==> src/rtl/data_mem_loader_pkg.sv <==
// Shared definitions for the data memory preload path: state encoding,
// word geometry and the word-count clamp.
package data_mem_loader_pkg;

    localparam int BYTES_PER_WORD = 4;
    localparam int MAX_WORDS      = 256;
    localparam int ADDR_W         = 8;
    localparam int COUNT_W        = 9;

    // Loader FSM encoding
    typedef logic [1:0] state_t;
    localparam state_t IDLE    = 2'd0;
    localparam state_t COLLECT = 2'd1;
    localparam state_t WRITE   = 2'd2;
    localparam state_t FINISH  = 2'd3;

    // Requests larger than the memory depth are trimmed to a full-memory load
    function automatic logic [COUNT_W-1:0] clamp_count(input logic [COUNT_W-1:0] n);
        return (n > COUNT_W'(MAX_WORDS)) ? COUNT_W'(MAX_WORDS) : n;
    endfunction

endpackage

==> src/rtl/data_mem_loader_byte_assembler.sv <==
// Collects four serial bytes into one 32-bit word. Each byte is inserted
// into its final lane, so the word register is complete once the fourth
// byte has been taken.
module byte_assembler
    import data_mem_loader_pkg::*;
#(
    parameter int LITTLE_ENDIAN = 1
) (
    input  logic        clk,
    input  logic        data_reset,
    input  logic        clear,
    input  logic        load_en,
    input  logic [7:0]  byte_in,
    output logic [31:0] word,
    output logic [1:0]  byte_idx,
    output logic        last_byte
);

    logic [1:0] lane;

    assign lane      = (LITTLE_ENDIAN != 0) ? byte_idx : (2'd3 - byte_idx);
    assign last_byte = (byte_idx == 2'(BYTES_PER_WORD - 1));

    // Insert the accepted byte into its lane; a clear drops any partial word
    always_ff @(posedge clk or posedge data_reset) begin
        if (data_reset) begin
            word     <= '0;
            byte_idx <= '0;
        end else if (clear) begin
            word     <= '0;
            byte_idx <= '0;
        end else if (load_en) begin
            word[{lane, 3'b000} +: 8] <= byte_in;
            byte_idx                  <= byte_idx + 2'd1;
        end
    end

endmodule

==> src/rtl/data_mem_loader.sv <==
// Serial-to-word loader that preloads the data memory. Bytes arrive over a
// valid/ready handshake, are packed four to a word, and each word is written
// with a one-cycle load_memory strobe at consecutive (wrapping) addresses.
module data_mem_loader
    import data_mem_loader_pkg::*;
#(
    parameter int                LITTLE_ENDIAN = 1,
    parameter logic [ADDR_W-1:0] BASE_ADDR     = 8'h00
) (
    input  logic               clk,
    input  logic               data_reset,
    input  logic               start,
    input  logic               abort,
    input  logic [COUNT_W-1:0] word_count,
    input  logic [7:0]         byte_in,
    input  logic               byte_valid,
    output logic               byte_ready,
    output logic               load_memory,
    output logic [ADDR_W-1:0]  mem_addr_select,
    output logic [31:0]        data_mem_input,
    output logic               busy,
    output logic               done
);

    state_t              state;
    logic [COUNT_W-1:0]  count;
    logic [ADDR_W-1:0]   word_idx;
    logic [ADDR_W-1:0]   last_addr;
    logic [31:0]         last_data;
    logic [ADDR_W-1:0]   write_addr;
    logic [31:0]         asm_word;
    logic [1:0]          asm_idx;
    logic                asm_last;
    logic                transfer;
    logic                last_word;

    assign transfer   = byte_valid & byte_ready;
    assign write_addr = BASE_ADDR + word_idx;
    assign last_word  = (({1'b0, word_idx} + COUNT_W'(1)) == count);

    byte_assembler #(
        .LITTLE_ENDIAN (LITTLE_ENDIAN)
    ) u_byte_assembler (
        .clk        (clk),
        .data_reset (data_reset),
        .clear      (abort),
        .load_en    (transfer & ~abort),
        .byte_in    (byte_in),
        .word       (asm_word),
        .byte_idx   (asm_idx),
        .last_byte  (asm_last)
    );

    // Session sequencing; abort wins over everything but reset, and the
    // write-port hold registers capture every issued write (even an aborted one)
    always_ff @(posedge clk or posedge data_reset) begin
        if (data_reset) begin
            state     <= IDLE;
            count     <= '0;
            word_idx  <= '0;
            last_addr <= '0;
            last_data <= '0;
        end else begin
            if (state == WRITE) begin
                last_addr <= write_addr;
                last_data <= asm_word;
            end
            if (abort) begin
                state    <= IDLE;
                count    <= '0;
                word_idx <= '0;
            end else begin
                case (state)
                    IDLE: begin
                        if (start) begin
                            count    <= clamp_count(word_count);
                            word_idx <= '0;
                            state    <= (word_count == '0) ? FINISH : COLLECT;
                        end
                    end
                    COLLECT: begin
                        if (transfer && asm_last) begin
                            state <= WRITE;
                        end
                    end
                    WRITE: begin
                        word_idx <= word_idx + ADDR_W'(1);
                        state    <= last_word ? FINISH : COLLECT;
                    end
                    default: begin
                        state <= IDLE;
                    end
                endcase
            end
        end
    end

    // Status and write-port outputs decoded from the current state
    always_comb begin
        byte_ready      = (state == COLLECT);
        load_memory     = (state == WRITE);
        busy            = (state != IDLE);
        done            = (state == FINISH);
        mem_addr_select = load_memory ? write_addr : last_addr;
        data_mem_input  = load_memory ? asm_word   : last_data;
    end

    logic unused_idx;
    assign unused_idx = ^asm_idx;

endmodule
==> config.mk <==
export PLATFORM = sky130hd
export DESIGN_NAME = data_mem_loader
export DESIGN_NICKNAME = d
export VERILOG_FILES = /design/src/rtl/data_mem_loader_pkg.sv /design/src/rtl/data_mem_loader_byte_assembler.sv /design/src/rtl/data_mem_loader.sv
export SDC_FILE = /design/constraint.sdc
export NUM_CORES = 1
export LEC_CHECK = 0
export ABC_AREA = 0
export CAP_MARGIN = 25
export CORE_AREA = 2 2 100 102
export DETAILED_ROUTE_END_ITERATION = 8
export DIE_AREA = 0 0 102 104
export PLACE_DENSITY = 0.67
export REMOVE_ABC_BUFFERS = 1
export SLEW_MARGIN = 20
export SYNTH_ARGS = -nofsm -noshare
export SYNTH_HDL_FRONTEND = slang
export SYNTH_SLANG_ARGS = --single-unit
export TNS_END_PERCENT = 1
==> constraint.sdc <==
create_clock -name clk -period 11.1 [get_ports clk]
set_clock_uncertainty 0.2 [all_clocks]
set_input_delay 3.33 -clock clk [delete_from_list [all_inputs] [get_ports clk]]
set_output_delay 3.33 -clock clk [all_outputs]
set_load 0.1 [all_outputs]
==> flow_metrics.py <==
metrics = {
    "run_status": {
        "status": "complete, no violations",
    },
    "global_routing": {
        "grt_max_degree": 86,
        "grt_first_pass_wirelength_um": 14500,
        "gr-total-overflow": 0,
        "grt_usage_pct": 17.2,
        "grt_pass1_vias": 2951,
        "antenna_found_initial": 0,
    },
    "timing": {
        "rsz0062_at_grt": "false",
        "fin_setup_tns_ns": 0,
        "period_share_pct": 59.3,
        "worst_slack_ns": 4.52,
        "drv_slew": 0,
        "fin_crit_ns": 6.58,
        "final-setup-viol-count": 0,
        "max_clock_freq_mhz": 152,
        "relSlewSlack_pct": 34.2,
        "hold_violations": 0,
        "tightest_slew_ns": 0.984,
    },
    "floorplanning": {
        "initial_core_util_pct": 43.7,
        "die_area_um2": 10600,
        "ios": 66,
        "core_area_um2": 9550,
        "die_h_um": 104,
        "rows": 36,
        "die_w_um": 102,
    },
    "clock_tree": {
        "htree_levels": 3,
        "post_cts_buffers": 0,
        "insertion_delay_ns": 0.36,
        "cts_resized": 0,
        "cts_tree": "done",
        "path_clk_slew_ns": 0.08,
        "cts_hold_buf": 0,
        "cts_root_buf": "clkbuf_8",
        "cts_sinks": 93,
        "cts_buffers": 9,
        "clockBufferDepth": 2,
    },
    "final_layout": {
        "fin_util_pct": 53.5,
        "layout-drive-gt1-share_pct": 6.88,
        "fin_nets": 459,
        "syn2layout_area_growth_pct": 22.5,
        "antenna_cells": 0,
    },
    "synthesis": {
        "synth.yosys.seq_area_share_pct": 55.8,
        "mappedNetlistArea_um2": 4170,
        "ys_top_cells_by_area": "dfrtp_1 56%, mux2_1 11%, nand2_1 6.6%",
        "synth_fa_ha_area_share_pct": 1.80,
        "yosys-mux-area-fraction_pct": 10.8,
        "yosys_warnings": 0,
        "synth-xor-area-share_pct": 2.10,
        "yosysUniqueCellTypes": 46,
        "synth_top_family_by_area": "simple AND/OR/NAND/NOR gates",
        "yosys.area_share.simple_pct": 13.5,
        "yosysTopAreaCellShare_pct": 55.8,
        "syn_inst": 374,
        "synth.largest_area_cell": "dfrtp_1",
        "ys_ff_latch": 93,
        "synth_area_per_cell_um2": 11.2,
        "synth-compound-area-share_pct": 12.5,
    },
    "placed_design": {
        "hpwl_um": 5860,
        "dp_slack_ns": 4.89,
        "numPortBuffers": 65,
        "gp_congestion": 0.864,
    },
    "routing": {
        "vias_per_cell": 5.06,
        "route.detailed.drc": 0,
        "drtIter0Drc": 114,
        "num_vias": 2880,
        "wl_per_cell_um": 14.8,
        "ant_nets": 0,
        "first_pass_iters": 4,
        "wl_um": 8430,
    },
    "setup_path": {
        "worstSetupPathType": "reg2out",
        "path_delay_family": "buffers and inverters",
        "crit_buf_inv": 2,
        "max_stage_delay_ns": 0.98,
        "critPathMaxFanout": 30,
        "startpoint_type": "flop",
        "crit_arrival_ns": 3.05,
        "path_cells": "nor2b_4 > buf_4 > mux2_1 > clkdlybuf4s50_1",
        "endpoint_kind": "output port",
        "slowest_stage": "clkdlybuf4s50_1",
        "crit_required_ns": 7.57,
    },
    "power_and_ir_drop": {
        "power_leakage_uw": 0.00230,
        "power.density_nw_per_um2": 127,
        "ir_worst_vdd_mv": 0.0815,
    },
    "min_path": {
        "holdCritPathClass": "reg2reg",
    },
    "job": {
        "cap_violations": 0,
    },
}
[logic make-up (layout without fill, tap and decap cells)]
group                      Yosys count  after routing
AOI/OAI and AO/OA                   78             78
DFF                                 93             93
adders and majority gates            6              6
muxes                               40             40
buffers and inverters               26             88
xor gates and xnor gates            10             10
and+or+nand+nor                    121            121
[cell type report]
| cell class | count | area [um2] |
|---|---|---|
| multi-input combinational | 255 | 1700 |
| sequential | 93 | 2330 |
| fill | 853 | 4440 |
| tap | 133 | 166 |
| inverter | 5 | 20.0 |
| clock inverter | 7 | 98.8 |
| clock buffer | 9 | 124 |
| timing repair buffer | 67 | 669 |
[layout by cell type (no fill, tap or decap), drive strengths merged]
master,count
or3,1
nor3,3
inv,5
o311a,1
clkinv,4
clkdlybuf4s50,65
mux2,40
a21boi,1
nand2,73
clkbuf,9
buf,2
a22oi,1
dfrtp,93
nand3,4
and2b,1
nor4,4
nand2b,1
a22o,11
and3,5
nor3b,4
ha,6
and2,4
xor2,1
a21oi,15
o21bai,1
a211oi,2
nor4b,1
a21o,2
nor2b,4
o31ai,5
and3b,1
xnor2,9
clkinvlp,1
o211ai,2
o21ai,36
bufinv,2
nor2,14
nand4,1
a31oi,1
[final timing paths]
path | slack, ns | depth (start not counted) | startpoint | end
max reg2reg | 8.56 | 6 | state[0]$_DFFE_PP0P_ | state[1]$_DFFE_PP0P_
max in group asynchronous | 6.78 | 3 | data_reset | count[0]$_DFFE_PP0P_
min reg2reg | 0.29 | 1 | last_data[0]$_DFF_PP0_ | last_data[0]$_DFF_PP0_
max | 4.52 | 4 | state[0]$_DFFE_PP0P_ | data_mem_input[8]
min in group asynchronous | 2.97 | 2 | data_reset | last_data[18]$_DFF_PP0_
min | 0.29 | 1 | last_data[0]$_DFF_PP0_ | last_data[0]$_DFF_PP0_
[synth_stat cells, drive strengths merged]
| cell | number |
|---|---|
| dfrtp | 93 |
| nand2 | 73 |
| mux2 | 40 |
| o21ai | 36 |
| buf | 20 |
| a21oi | 15 |
| nor2 | 14 |
| a22o | 11 |
| xnor2 | 9 |
| ha | 6 |
| and3 | 5 |
| inv | 5 |
| o31ai | 5 |
| and2 | 4 |
| nand3 | 4 |
| nor2b | 4 |
| nor3b | 4 |
| nor4 | 4 |
| nor3 | 3 |
| a211oi | 2 |
| a21o | 2 |
| o211ai | 2 |
| a21boi | 1 |
| a22oi | 1 |
| a31oi | 1 |
| and2b | 1 |
| and3b | 1 |
| clkbuf | 1 |
| nand2b | 1 |
| nand4 | 1 |
| nor4b | 1 |
| o21bai | 1 |
| o311a | 1 |
| or3 | 1 |
| xor2 | 1 |
[report_power, final]
part / switching, uW / leakage [uW] / internal, uW
combinational: 32.3 / 0.000902 / 17.1
clock: 122 / 0.000110 / 128
sequential: 4.43 / 0.00129 / 344
[registers in the layout (all words and copies together), names as in the netlist]
| signal | count |
|---|---|
| count | 9 |
| u_byte_assembler.byte_idx | 2 |
| state | 2 |
| last_data | 32 |
| last_addr | 8 |
| u_byte_assembler.word | 32 |
| word_idx | 8 |
[per-layer routing]
layer / part of all wire (%) / up-vias / GRT usage (%)
met5: 0 / - / 0
met2: 46 / 69 / 26.1
met3: 4.2 / 10 / 3.90
li1: - / 1408 / -
met4: 1.3 / 0 / 5.62
met1: 48 / 1393 / 24.5
[metrics by stage]
stage	cell area (um2)	total power, uW	instances	hold slack [ns]
after detailed placement	4880	405	553	0.273
after global placement	4880	404	553	0.267
after global routing	5110	673	569	0.310
final	5110	647	569	0.289
after CTS	5100	654	569	0.295
after floorplan	4040	384	353	0.252
Note: power is estimated with default switching activity, not from simulation.
